<file path="src/rtl/sorter_pkg.sv">
// Shared types and the compare-and-swap decision for the odd-even transposition sorter.
// Pure definitions; no timing or flow control of its own.
package sorter_pkg;

  typedef enum logic {
    IDLE = 1'b0,
    SORT = 1'b1
  } state_t;

  localparam logic EVEN = 1'b0;
  localparam logic ODD  = 1'b1;

  // Widest element the shared decision function handles; cells zero-extend into it.
  localparam int CMP_MAXW = 64;

  function automatic logic cmp_swap(input logic [CMP_MAXW-1:0] a,
                                    input logic [CMP_MAXW-1:0] b,
                                    input logic                desc);
    return desc ? (a < b) : (a > b);
  endfunction

endpackage

</file>
<file path="src/rtl/sorter_cas.sv">
// One compare-and-swap cell: lo goes to the lower index, hi to the upper index.
// Purely combinational, zero latency, no flow control.
module sorter_cas
  import sorter_pkg::*;
#(
  parameter int W = 4
) (
  input  logic [W-1:0] a,
  input  logic [W-1:0] b,
  input  logic         desc,
  output logic [W-1:0] lo,
  output logic [W-1:0] hi,
  output logic         swapped
);

  assign swapped = cmp_swap(CMP_MAXW'(a), CMP_MAXW'(b), desc);
  assign lo      = swapped ? b : a;
  assign hi      = swapped ? a : b;

endmodule

</file>
<file path="src/rtl/sorter_param.sv">
// In-place odd-even transposition sorter, one phase per clock (per step pulse with SORT_STEP_EN);
// done after 2..N phase edges from the load edge, start is ignored while busy.
module sorter_param
  import sorter_pkg::*;
#(
  parameter int N  = 4,
  parameter int W  = 4,
  parameter int CW = $clog2(N+1)
) (
  input  logic          clk,
  input  logic          rst,
  input  logic          start,
  input  logic          desc,
  input  logic [N*W-1:0] din,
  output logic [N*W-1:0] dout,
  output logic          busy,
  output logic          done,
  output logic [CW-1:0] phases
`ifdef SORT_STEP_EN
  ,
  input  logic          step
`endif
);

  localparam int NE = N / 2;
  localparam int NO = (N - 1) / 2;

  state_t         state;
  logic           parity;
  logic           swap_prev;
  logic           desc_q;
  logic [N*W-1:0] even_nxt, odd_nxt, nxt;
  logic [N-1:0]   even_sw, odd_sw;
  logic           any_swap, phase_en, last;

  for (genvar p = 0; p < N; p++) begin : g_even
    if (p < NE) begin : g_cell
      sorter_cas #(.W(W)) u_cas (
        .a       (dout[2*p*W +: W]),
        .b       (dout[(2*p+1)*W +: W]),
        .desc    (desc_q),
        .lo      (even_nxt[2*p*W +: W]),
        .hi      (even_nxt[(2*p+1)*W +: W]),
        .swapped (even_sw[p])
      );
    end else begin : g_none
      assign even_sw[p] = 1'b0;
    end
  end

  if (N % 2 == 1) begin : g_even_tail
    assign even_nxt[(N-1)*W +: W] = dout[(N-1)*W +: W];
  end

  for (genvar p = 0; p < N; p++) begin : g_odd
    if (p < NO) begin : g_cell
      sorter_cas #(.W(W)) u_cas (
        .a       (dout[(2*p+1)*W +: W]),
        .b       (dout[(2*p+2)*W +: W]),
        .desc    (desc_q),
        .lo      (odd_nxt[(2*p+1)*W +: W]),
        .hi      (odd_nxt[(2*p+2)*W +: W]),
        .swapped (odd_sw[p])
      );
    end else begin : g_none
      assign odd_sw[p] = 1'b0;
    end
  end

  // Element 0 never pairs in an odd phase; the top element only when N is even.
  assign odd_nxt[W-1:0] = dout[W-1:0];
  if (N % 2 == 0) begin : g_odd_tail
    assign odd_nxt[(N-1)*W +: W] = dout[(N-1)*W +: W];
  end

  assign nxt      = (parity == EVEN) ? even_nxt : odd_nxt;
  assign any_swap = (parity == EVEN) ? |even_sw : |odd_sw;

  // Two consecutive swap-free phases prove the data sorted; N phases always suffice.
  assign last = (phases == CW'(N-1)) || (!any_swap && !swap_prev);

`ifdef SORT_STEP_EN
  assign phase_en = step;
`else
  assign phase_en = 1'b1;
`endif

  always_ff @(posedge clk or posedge rst) begin
    if (rst) begin
      state     <= IDLE;
      dout      <= '0;
      busy      <= 1'b0;
      done      <= 1'b0;
      phases    <= '0;
      desc_q    <= 1'b0;
      parity    <= EVEN;
      swap_prev <= 1'b0;
    end else begin
      case (state)
        IDLE: begin
          if (start) begin
            dout      <= din;
            desc_q    <= desc;
            phases    <= '0;
            parity    <= EVEN;
            swap_prev <= 1'b1;
            done      <= 1'b0;
            busy      <= 1'b1;
            state     <= SORT;
          end
        end
        SORT: begin
          if (phase_en) begin
            dout      <= nxt;
            phases    <= phases + CW'(1);
            parity    <= ~parity;
            swap_prev <= any_swap;
            if (last) begin
              state <= IDLE;
              busy  <= 1'b0;
              done  <= 1'b1;
            end
          end
        end
        default: state <= IDLE;
      endcase
    end
  end

endmodule

</file>
<file path="config.mk">
export PLATFORM = sky130hd
export DESIGN_NAME = sorter_param
export DESIGN_NICKNAME = d
export VERILOG_FILES = /design/src/rtl/sorter_pkg.sv /design/src/rtl/sorter_cas.sv /design/src/rtl/sorter_param.sv
export SDC_FILE = /design/constraint.sdc
export NUM_CORES = 1
export LEC_CHECK = 0
export CORE_MARGIN = 2
export CORE_UTILIZATION = 35
export DETAILED_ROUTE_END_ITERATION = 6
export PLACE_DENSITY = 0.66
export SYNTH_ARGS = -nofsm -noshare
export SYNTH_HDL_FRONTEND = slang
export SYNTH_SLANG_ARGS = --single-unit
</file>
<file path="constraint.sdc">
create_clock -name clk -period 3.1 [get_ports clk]
set_clock_uncertainty 0.2 [all_clocks]
set_input_delay 0.93 -clock clk [delete_from_list [all_inputs] [get_ports clk]]
set_output_delay 0.93 -clock clk [all_outputs]
set_load 0.05 [all_outputs]
</file>
======== Word-level counts from Yosys, hierarchy flattened ========
Index checks and enable logic that the tools add are counted.
storage, ports and cells
  bits in registers ....................... 25
  latch bits .............................. 0
  memory bits (writable) .................. 0
  bits in read-only memories .............. 0
  input bits .............................. 20
  output and inout bits ................... 21
  logic and storage cells ................. 66
  memories ................................ 0
cells by class
  $add $sub $neg .......................... 1
  $mul .................................... 0
  divide/modulo/power cells ............... 0
  $lt $le $gt $ge ......................... 6
  equal/unequal tests ..................... 9
  shift-type cells ........................ 0
  muxes and demuxes ....................... 26
  bitwise logic cells ..................... 2
  reduce and logical (&&, ||, !) cells .... 11
operator list
  operator               count
  $mux W16               2
  $pmux W16 S2           1
  $mux W4                6
  $gt A4 B4 Y1           3
  $lt A4 B4 Y1           3
  $reduce_and A3 Y1      4
  $mux W1                10
  $pmux W1 S2            5
  $ne A2 B1 Y1 const B   3
  $ne A3 B1 Y1 const B   2
  $pmux W3 S2            1
  $ne A2 B2 Y1 const B   2
  $reduce_and A2 Y1      2
  $add A3 B1 Y3 const B  1
  $eq A3 B2 Y1 const B   1
  $mux W3                1
  $ne A3 B2 Y1 const B   1
  $logic_not A1 Y1       2
  $not A1 Y1             2
  $reduce_or A2 Y1       1
  $logic_and A1 B1 Y1    1
  $logic_or A1 B1 Y1     1

======== Logic depth before layout (Yosys ltp) ========
  depth after elaboration ................. 9
  depth in mapped cells ................... 8
  mapped depth without buffers ............ 8

======== Modules after synthesis ========
Synthesis repeated with hierarchy kept, for this count alone.
second synthesis, totals
  cells, all modules ...................... 255
  area total of the unflattened synthesis .. 2476.1 sq um
by module, submodules not included
  module                                   instances  cells an instance  area each (sq um)  seq. area each (sq um)
  sorter_param                             1          138                1470.2             625.6
  sorter_cas (g_even[0].g_cell.u_cas ...)  2          41                 325.3              0.0
  sorter_cas (g_even[1].g_cell.u_cas)      1          35                 355.3              0.0

======== Least setup slack after synthesis ========
No wires, ideal clock.
  path kind ............................... register -> register
  from .................................... register dout[9]
  to ...................................... register dout[10]
  setup time .............................. 127 ps
  data arrival time ....................... 2232 ps
  required time ........................... 2773 ps
  setup slack ............................. 541 ps
  stages on the path, launching flop included .. 9
  path buffers ............................ 0
  period minus slack after synthesis ...... 2559 ps
  cells stage by stage .................... dfrtp_1 -> inv_1 -> ha_1 -> nor2b_4 -> o211ai_2 -> a21oi_1 -> or4_4 -> o31a_4 -> mux2i_1
between the ends
  longest elaborated chain between the ends .. 4
  elaborated cells on any way between the ends .. 9
  those cells by class .................... order compare (4); eq/ne (2); mux (2); reduce/logical (1)
ends and longest elaborated chain
  item                                                                  RTL line             text
  start: declaration                                                    sorter_param.sv:15   output logic [N*W-1:0] dout,
  start signal: assignment                                              sorter_param.sv:102  dout <= din;
  start signal: assignment                                              sorter_param.sv:114  dout <= nxt;
  $gt A4 B4 Y1 / $lt A4 B4 Y1 (equally long branches)                   sorter_pkg.sv:19     return desc ? (a < b) : (a > b);
  $mux W1                                                               sorter_pkg.sv:19
  $ne A3 B1 Y1 (no source line) / $ne A3 B2 Y1 (equally long branches)  --
  $reduce_and A3 Y1 (no source line) *                                  --
Every way passes the cells marked *; elsewhere a longest branch is shown, timed or not.
A chain may end at the register's enable or synchronous reset.

======== Worst setup path in the final report ========
  from .................................... register dout[7]
  to ...................................... output dout[7]
No word-level cell between the ends.

==> results.cfg <==
[clock_network]
cts_setup_buffers = 0
cts_root_buf = clkbuf_8
htree_levels = 1
clkTransAtPathRegs_ps = 90
cts_buffers = 3
clock_latency_ps = 260
cts-resized-gates = 0
cts_sinks = 25
clock_path_buffers = 2
hold_buffers = 0
cts_tree = built

[setup_path]
crit_family = buffers and inverters
critical_path_buf_inv_count = 1
regToRegSetupSlack_ps = 670
slowest_stage = clkdlybuf4s50_1
path_depth = 1
crit_chain = clkdlybuf4s50_1
r2r-start = dout[7]$_DFFE_PP0P_
path_max_fanout = 6
rr_worst_depth = 7
critical_path_class = reg2out
startpoint_type = flip-flop
endpoint_kind = output pin
crit_start = dout[7]$_DFFE_PP0P_
required_ps = 1970
arrival_ps = 1570
crit_path_max_incr_delay_ps = 850
worstReg2RegEnd = dout[1]$_DFFE_PP0P_

[synth]
synth_top_cell_by_area = dfrtp_1
synth.avg_cell_area_um2 = 9.994
synth_warnings = 0
synth_async_sr_flop_share = 1.000
synth_edf_count = 0
synth_area_leaders = dfrtp_1, ha_1, mux2i_1
synth.distinct_cells = 39
synth_ff_type = dfrtp_1
ys_ff_latch = 25
synth_nets = 195
synth_area_um2 = 1609
synth_top_area_share = 0.3888
syn_inst = 161
ys_seq_area_frac = 0.3888

[flow_run]
maxCapViolCount = 0

[floorplanning]
fp.dieH_um = 71.81
chipWidth_um = 71.81
placement_rows = 24
io_pins = 41
core_area_um2 = 4384
dieArea_um2 = 5156
start_util = 0.3670

[finish]
drive_gt1_frac = 0.09901
n_antenna_cell = 0
fillers = 428
area_delta_synth_final_pct = 32.04
fin_nets = 237

[drt]
vias = 1374
drt-pass1-iter-count = 4
drc = 0
first_iter_violations = 92
avgRoutedWirePerCell_um = 14.98
ant_nets = 0
vias_per_cell = 5.409
finalWirelength_um = 3806

[place]
dp_hpwl_um = 2843
port_buffers = 40
dp_slack_ps = 294.3
gp_congestion = 0.7876

[sta]
rsz0062_at_grt = no
period_share = 0.8716
worst_slew_pin_slew_ps = 593.0
fmaxAchievable_ghz = 0.3701
hold_viol_final = 0
period_needed_ps = 2702
fin_setup_tns_ps = 0
setup_violations = 0
finalMaxSlewViolations = 0
relSlewSlack = 0.6047
worst_slack_ps = 398.1

[status]
outcome = finished clean

[global_routing]
grt_max_degree = 26
antenna_found_initial = 0
grt.overflow.total = 0
grt_pass1_wl_um = 6492
grt_pass1_vias = 1313
gr-usage-all-layers = 0.1582

[hold_path]
holdCritStartpoint = done$_DFFE_PP0P_
holdPathStages = 1
hold_end = done$_DFFE_PP0P_
hp-class = reg2reg
-- state kept, by name, summed over array words and instances, names as in the netlist --
name,flops
busy,1
desc_q,1
done,1
dout,16
parity,1
phases,3
state,1
swap_prev,1
-- layout by cell type, fill, tap and decap left out, types with 2 or more instances in the layout --
master | synthesis | final
ha_1 | 14 | 14
buf_4 | 0 | 5
o31ai_1 | 3 | 3
clkbuf_8 | 0 | 3
o21ai_1 | 2 | 2
nand2_1 | 13 | 13
a22o_1 | 4 | 4
nand2b_1 | 2 | 2
o21ai_0 | 5 | 5
nor2_1 | 4 | 4
nand3_1 | 3 | 3
a21oi_1 | 8 | 8
a41oi_1 | 2 | 2
nor3_1 | 2 | 2
mux2_2 | 5 | 5
inv_1 | 18 | 18
a221o_1 | 4 | 4
a22oi_1 | 3 | 3
o211ai_1 | 3 | 3
a21o_1 | 4 | 4
clkdlybuf4s50_1 | 0 | 40
dfrtp_1 | 25 | 25
a32o_1 | 5 | 5
mux2i_1 | 9 | 9
-- cells in the mapped netlist (5+ instances only) --
| library cell | number |
|---|---|
| dfrtp_1 | 25 |
| a32o_1 | 5 |
| a21oi_1 | 8 |
| inv_1 | 18 |
| mux2_2 | 5 |
| nand2_1 | 13 |
| ha_1 | 14 |
| mux2i_1 | 9 |
| o21ai_0 | 5 |
-- area by class of cell --
cell class / instances / area, µm² / share of cell area
clock buffers: 4 / 45.04 / 0.02120
well taps: 52 / 65.06 / 0.03062
flip-flops and latches: 25 / 625.6 / 0.2945
repair buffers: 45 / 437.9 / 0.2061
multi-input cells: 109 / 879.6 / 0.4140
inverters: 19 / 71.32 / 0.03357
-- worst register-to-register path: cells and delay by family, from the launching register on --
| kind | cells | cell delay [ps] |
|---|---|---|
| AND/OR/NAND/NOR | 1 | 60 |
| flip-flops | 1 | 460 |
| adder cells (fa/ha/maj) | 1 | 320 |
| buffers and inverters | 1 | 70 |
| AO/OA/AOI/OAI | 2 | 420 |
| multiplexers | 2 | 800 |
-- how the worst max path moves through the flow --
| stage | endpoint |
|---|---|
| global placement | dout[12]$_DFFE_PP0P_ |
| CTS | dout[7] |
| detailed placement | dout[12]$_DFFE_PP0P_ |
| finish | dout[7] |
| floorplan | dout[10]$_DFFE_PP0P_ |
| global route | dout[5] |
-- per-layer routing --
metal | wire length, µm | global-route usage | up-vias | part of all wire
met2 | 1681 | 0.2325 | 42 | 0.44
met4 | 22 | 0.03774 | 0 | 0.0058
met3 | 217 | 0.01969 | 2 | 0.057
met1 | 1885 | 0.2462 | 649 | 0.50
li1 | - | - | 681 | -
met5 | 0 | 0 | - | 0
-- per-stage QoR --
stage	utilization	cells	cell area [µm²]	hold WS, ps
6_report	0.4846	254	2125	320.2
5_1_grt	0.4846	254	2125	350.2
4_1_cts	0.4846	254	2125	328.5
3_5_place_dp	0.4743	250	2079	313.5
3_3_place_gp	0.4743	250	2079	304.4
2_1_floorplan	-	161	1609	299.7
-- logic make-up (layout without fill, tap and decap cells) --
group           Yosys count  after routing  synth area share
compound gates           51             51            0.2473
fa+ha+maj                14             14            0.1089
buf+inv                  27             68           0.06454
flops                    25             25            0.3888
mux                      15             15           0.09798
simple gates             29             29           0.09253
Power is left out: the tool's default activity adds up to more than one toggle a clock period on the data nets, which glitch-free logic cannot reach.
